$ cat src/rtl/dfr_mem_arbiter.sv
// rtl/dfr_mem_arbiter.sv - round-robin single-port RAM arbiter with burst lock and tagged read return
// Optional host priority: define DFR_ARB_HOST_PRIORITY_EN to let requester 0 win every unlocked arbitration.
module dfr_mem_arbiter #(
  parameter int NUM_REQ    = 4,
  parameter int ADDR_WIDTH = 14,
  parameter int DATA_WIDTH = 32
) (
  input  logic                             clk,
  input  logic                             rst,
  input  logic [NUM_REQ-1:0]               req,
  input  logic [NUM_REQ-1:0]               lock,
  input  logic [NUM_REQ-1:0]               wen,
  input  logic [NUM_REQ*ADDR_WIDTH-1:0]    addr,
  input  logic [NUM_REQ*DATA_WIDTH-1:0]    wdata,
  output logic [NUM_REQ-1:0]               gnt,
  output logic [NUM_REQ-1:0]               rvalid,
  output logic [DATA_WIDTH-1:0]            rdata,
  output logic [ADDR_WIDTH-1:0]            mem_addr,
  output logic                             mem_wen,
  output logic [DATA_WIDTH-1:0]            mem_din,
  input  logic [DATA_WIDTH-1:0]            mem_dout
);

  localparam int PTR_W = (NUM_REQ > 1) ? $clog2(NUM_REQ) : 1;

  localparam logic ST_ARB    = 1'b0;
  localparam logic ST_LOCKED = 1'b1;

  logic               state;
  logic [PTR_W-1:0]   ptr;
  logic [PTR_W-1:0]   owner;
  logic [NUM_REQ-1:0] rd_tag;

  logic               hit;
  logic               hold;
  logic [PTR_W-1:0]   gidx;
  logic [PTR_W-1:0]   ptr_nxt;
  logic [PTR_W-1:0]   cidx;
  logic               ptr_upd;

  // Pick the winner: the lock owner while it keeps req and lock, otherwise scan from ptr.
  // A dropped lock falls through to the scan in the same cycle; ptr already sits at owner+1.
  always_comb begin
    hit     = 1'b0;
    gidx    = '0;
    cidx    = '0;
    ptr_upd = 1'b1;
    hold    = (state == ST_LOCKED) && req[owner] && lock[owner];
    if (rst) begin
      hit = 1'b0;
    end else if (hold) begin
      hit  = 1'b1;
      gidx = owner;
`ifdef DFR_ARB_HOST_PRIORITY_EN
    end else if (req[0]) begin
      hit     = 1'b1;
      gidx    = '0;
      ptr_upd = 1'b0;
`endif
    end else begin
      for (int k = 0; k < NUM_REQ; k++) begin
        cidx = PTR_W'((int'(ptr) + k) % NUM_REQ);
        if (!hit && req[cidx]) begin
          hit  = 1'b1;
          gidx = cidx;
        end
      end
    end
    ptr_nxt = PTR_W'((int'(gidx) + 1) % NUM_REQ);
  end

  // One-hot grant and RAM port steering; an idle cycle drives zeros.
  always_comb begin
    gnt      = '0;
    mem_addr = '0;
    mem_din  = '0;
    mem_wen  = 1'b0;
    if (hit) begin
      gnt[gidx] = 1'b1;
      mem_addr  = addr[gidx*ADDR_WIDTH +: ADDR_WIDTH];
      mem_din   = wdata[gidx*DATA_WIDTH +: DATA_WIDTH];
      mem_wen   = wen[gidx];
    end
  end

  // Arbitration state, pointer and read tag; the tag lines up with the RAM's one-cycle read latency.
  always_ff @(posedge clk or posedge rst) begin
    if (rst) begin
      state  <= ST_ARB;
      ptr    <= '0;
      owner  <= '0;
      rd_tag <= '0;
    end else begin
      rd_tag <= (hit && !wen[gidx]) ? gnt : '0;
      if (hit) begin
        if (ptr_upd) begin
          ptr <= ptr_nxt;
        end
        if (lock[gidx]) begin
          state <= ST_LOCKED;
          owner <= gidx;
        end else begin
          state <= ST_ARB;
        end
      end else begin
        state <= ST_ARB;
      end
    end
  end

  assign rvalid = rd_tag;
  assign rdata  = mem_dout;

endmodule

$ cat config.mk
export PLATFORM = sky130hd
export DESIGN_NAME = dfr_mem_arbiter
export DESIGN_NICKNAME = d
export VERILOG_FILES = /design/src/rtl/dfr_mem_arbiter.sv
export SDC_FILE = /design/constraint.sdc
export NUM_CORES = 1
export LEC_CHECK = 0
export ABC_AREA = 0
export CAP_MARGIN = 40
export CORE_AREA = 5 5 121 123
export DETAILED_ROUTE_END_ITERATION = 8
export DIE_AREA = 0 0 126 128
export PLACE_DENSITY = 0.75
export SYNTH_ARGS = -nofsm -noshare
export SYNTH_HDL_FRONTEND = slang
export SYNTH_SLANG_ARGS = --single-unit
export TNS_END_PERCENT = 10
$ cat constraint.sdc
create_clock -name clk -period 2.75 [get_ports clk]
set_clock_uncertainty 0.05 [all_clocks]
set_input_delay 0.55 -clock clk [delete_from_list [all_inputs] [get_ports clk]]
set_output_delay 0.55 -clock clk [all_outputs]
set_load 0.02 [all_outputs]
==> results.md <==
- Outcome: complete, but fails checks
- Failing checks: setup timing
- DR top layer: met4
- # DRC: 0
- Core Rows: between 40 and 50
- Die W: 126 um
- Initial Util: between 10% and 20%
- Largest net degree at the start of global routing: 20
- Reg2reg end: owner[1]
- Ys async rst share: between 90% and 100%
- Top post-synthesis cells by count: 93 x mux2i_1, 46 x o22ai_1, 37 x buf_4
- I/O Pins: around 320
- CTS root buf: clkbuf_16
- FMAX: roughly 0.34 GHz
- FF-to-FF setup slack: roughly 0.47 ns
- Cell Area, Placed: roughly 5400 sq um
- RSZ-0062 raised after global routing: yes
- # setup viols final: 51
- Tcrit/Tclk final: 107%
- GR Util All Layers: ~17%
- Worst hold slack: 0.622 ns
- Total gr overflow: 0
- Pins Over Slew Limit: 0
- First-pass GRT wire length: between 20000 and 25000 um
- Power Density: about 650 nW/um^2
- Largest area contributor in the synthesized netlist: mux2i_1
- LEAKAGE: 2.71 nW
- Clk sinks: 9
- DP HPWL: approximately 12000 um
- Worst-path maximum fanout: 8
- Crit path launch type: flop
- Clock transition at the registers of the reported paths: around 0.04 ns
- Slew margin rel.: approximately 75%
- Cells after synthesis: 284
- DIE HEIGHT: 128 um
- Via count: 3439
- Post-Syn Nets: about 520
- Pre-CTS WS: -1.10 ns
- Top_reg_cell synth: dfrtp_1
- Vias per inst: ~4.7
- Synth top area cells: mux2i_1 39%, o22ai_1 12%, buf_4 12%, dfrtp_1 9.4%, ha_1 2.1%
- Final wirelength: roughly 15000 um
- Initial antenna violation count: 0
- IO buf count: 252
- CTS tree: done
- Critical path class: flop to output pin
- Cts bufs inserted: 3
- Gpl congestion: between 0.8 and 0.9
- Final hold violations: 0
- Hold_buf cts: 0
- Max Cap Viol: 0
- Met3 WL: a little under 900 um
- Skew-Pair Late Insertion Delay: between 0.2 and 0.25 ns
- Syn Area/Cell: between 8 and 9 sq um
- Share of cells above drive strength 1: 34.5%
- Metal-1 WL: ~5700 um
- Period minus WS final: approximately 2.9 ns
- EDFF count, synth: 0
- First DRT Iteration DRCs: 120
- Wirelength per Cell: roughly 20 um
- ANT nets after route: 0
- Critical Path Sink Type: output pin
- WP data required: roughly 2.2 ns
- Share of the synthesized area in the top cell type: a little under 40%
- Critical path origin: ptr[1]
- Vias in the first global route: slightly below 4000
- Fillers: 1332
- Core Region: between 10000 and 15000 sq um
- Yosys cell types: 52
- Design Area, Final: 6010 sq um
- Maximum root-to-sink buffer count: 2
- Sequential cell area fraction in the yosys report: 9.40%
- Worst r2r path cells: 9
- Final worst setup slack: -0.198 ns
- First-pass iteration count of the detailed router: 4
- Most used standard cell by instance count after synthesis: mux2i_1
- Critical path destination: mem_din[28]
- Nets: 794
- Die ar.: between 15000 and 20000 sq um
- Peak supply drop: 0.000262 V
- WL met2: 7740 um
- Synthesized flop and latch total: 9
- Worst slew pin tran: approximately 0.38 ns
- Synth warn: 0
- H-tree depth: 1
- Synthesized cell area: between 2000 and 2500 sq um
- N_diodes: 0
- CP arrival: 2.35 ns
- Min-delay worst type: flop to flop
- Area added between synthesis and finish: 151%
- Worst r2r src: ptr[1]
==> power by group <==
part           switching, mW  total, mW  internal (mW)
Combinational           1.58       3.44           1.86
Clock                 0.0599      0.253          0.193
Sequential            0.0374      0.206          0.168
Total                   1.68       3.90           2.22
==> state kept, by name, summed over array words and instances, names as in the netlist <==
| register | count |
|---|---|
| owner | 2 |
| rvalid | 4 |
| state | 1 |
| ptr | 2 |
==> how the worst min path moves through the flow <==
stage             start       end  cells past startpoint
6_report         ptr[0]    ptr[0]                      3
5_1_grt          ptr[0]    ptr[0]                      3
4_1_cts        owner[0]  owner[0]                      2
3_5_place_dp   owner[1]  owner[1]                      2
3_3_place_gp   owner[1]  owner[1]                      2
2_1_floorplan       rst  owner[0]                      1
==> cell families (layout without fill, tap and decap cells) <==
logic type | after synthesis | in the layout | share of synthesized area, %
buffers and inverters | 60 | 335 | 16.1
adder cells (fa/ha/maj) | 4 | 4 | 2.09
AO/OA/AOI/OAI | 77 | 77 | 22.7
AND/OR/NAND/NOR | 38 | 38 | 9.24
multiplexers | 96 | 96 | 40.4
flip-flops | 9 | 9 | 9.40
==> final cells by class <==
cell class                      instances  area (sq um)  area share [%]
Timing Repair Buffer                  323          3240            53.9
Inverter                                7          38.8           0.646
Sequential cell                         9           228            3.79
Tap cell                              180           225            3.75
Multi-Input combinational cell        215          2190            36.4
Clock buffer                            4          78.8            1.31
Timing Repair inverter                  1          8.76           0.146
==> placed cells by master (no fill, tap or decap), types with 3 or more instances in the layout <==
| cell | netlist | layout |
|---|---|---|
| o22ai_2 | 0 | 10 |
| nor2_1 | 7 | 4 |
| mux2i_2 | 0 | 8 |
| a21boi_1 | 4 | 4 |
| buf_16 | 0 | 3 |
| nand2_1 | 7 | 5 |
| nand2b_1 | 3 | 3 |
| nor2_2 | 0 | 3 |
| mux2i_1 | 93 | 75 |
| dfrtp_1 | 9 | 7 |
| buf_4 | 37 | 75 |
| inv_1 | 5 | 4 |
| dlygate4sd2_1 | 0 | 3 |
| mux2i_4 | 0 | 10 |
| buf_2 | 6 | 6 |
| clkbuf_16 | 0 | 6 |
| clkdlybuf4s50_1 | 0 | 193 |
| buf_12 | 0 | 10 |
| o22ai_1 | 46 | 33 |
| nand4_1 | 3 | 3 |
| buf_6 | 2 | 26 |
| o22ai_4 | 0 | 3 |
==> critical path: stages (launching register included) <==
cell	delay (ns)
dfrtp_2	0.44
mux2_4	0.33
o221ai_4	0.21
o31ai_4	0.09
and3_4	0.25
inv_12	0.12
buf_12	0.16
mux2i_2	0.23
o22ai_2	0.10
buf_6	0.15
==> per-stage QoR <==
stage / setup TNS, ns / power [mW] / std cells / util [%]
2_1_floorplan: -1.32 / 1.81 / 284 / -
3_3_place_gp: -49.26 / 3.10 / 716 / 39.9
3_5_place_dp: -51.79 / 3.13 / 716 / 39.9
4_1_cts: -10.18 / 3.78 / 735 / 42.9
5_1_grt: -11.73 / 4.11 / 739 / 44.3
6_report: -7.52 / 3.90 / 739 / 44.3
==> routing by layer <==
metal / vias up / GRT usage [%]
li1: 1621 / -
met1: 1619 / 19.4
met2: 159 / 30.3
met3: 40 / 3.25
met4: 0 / 5.55
met5: - / 0
==> what timing repair did <==
item	in CTS	in global routing
setup endpoints to repair	51	51
pin swaps	41	9
resized for setup	334	33
hold endpoints to repair	0	0
setup buffers	10	1
cloned	5	4
Power figures use the tool's default switching activity.
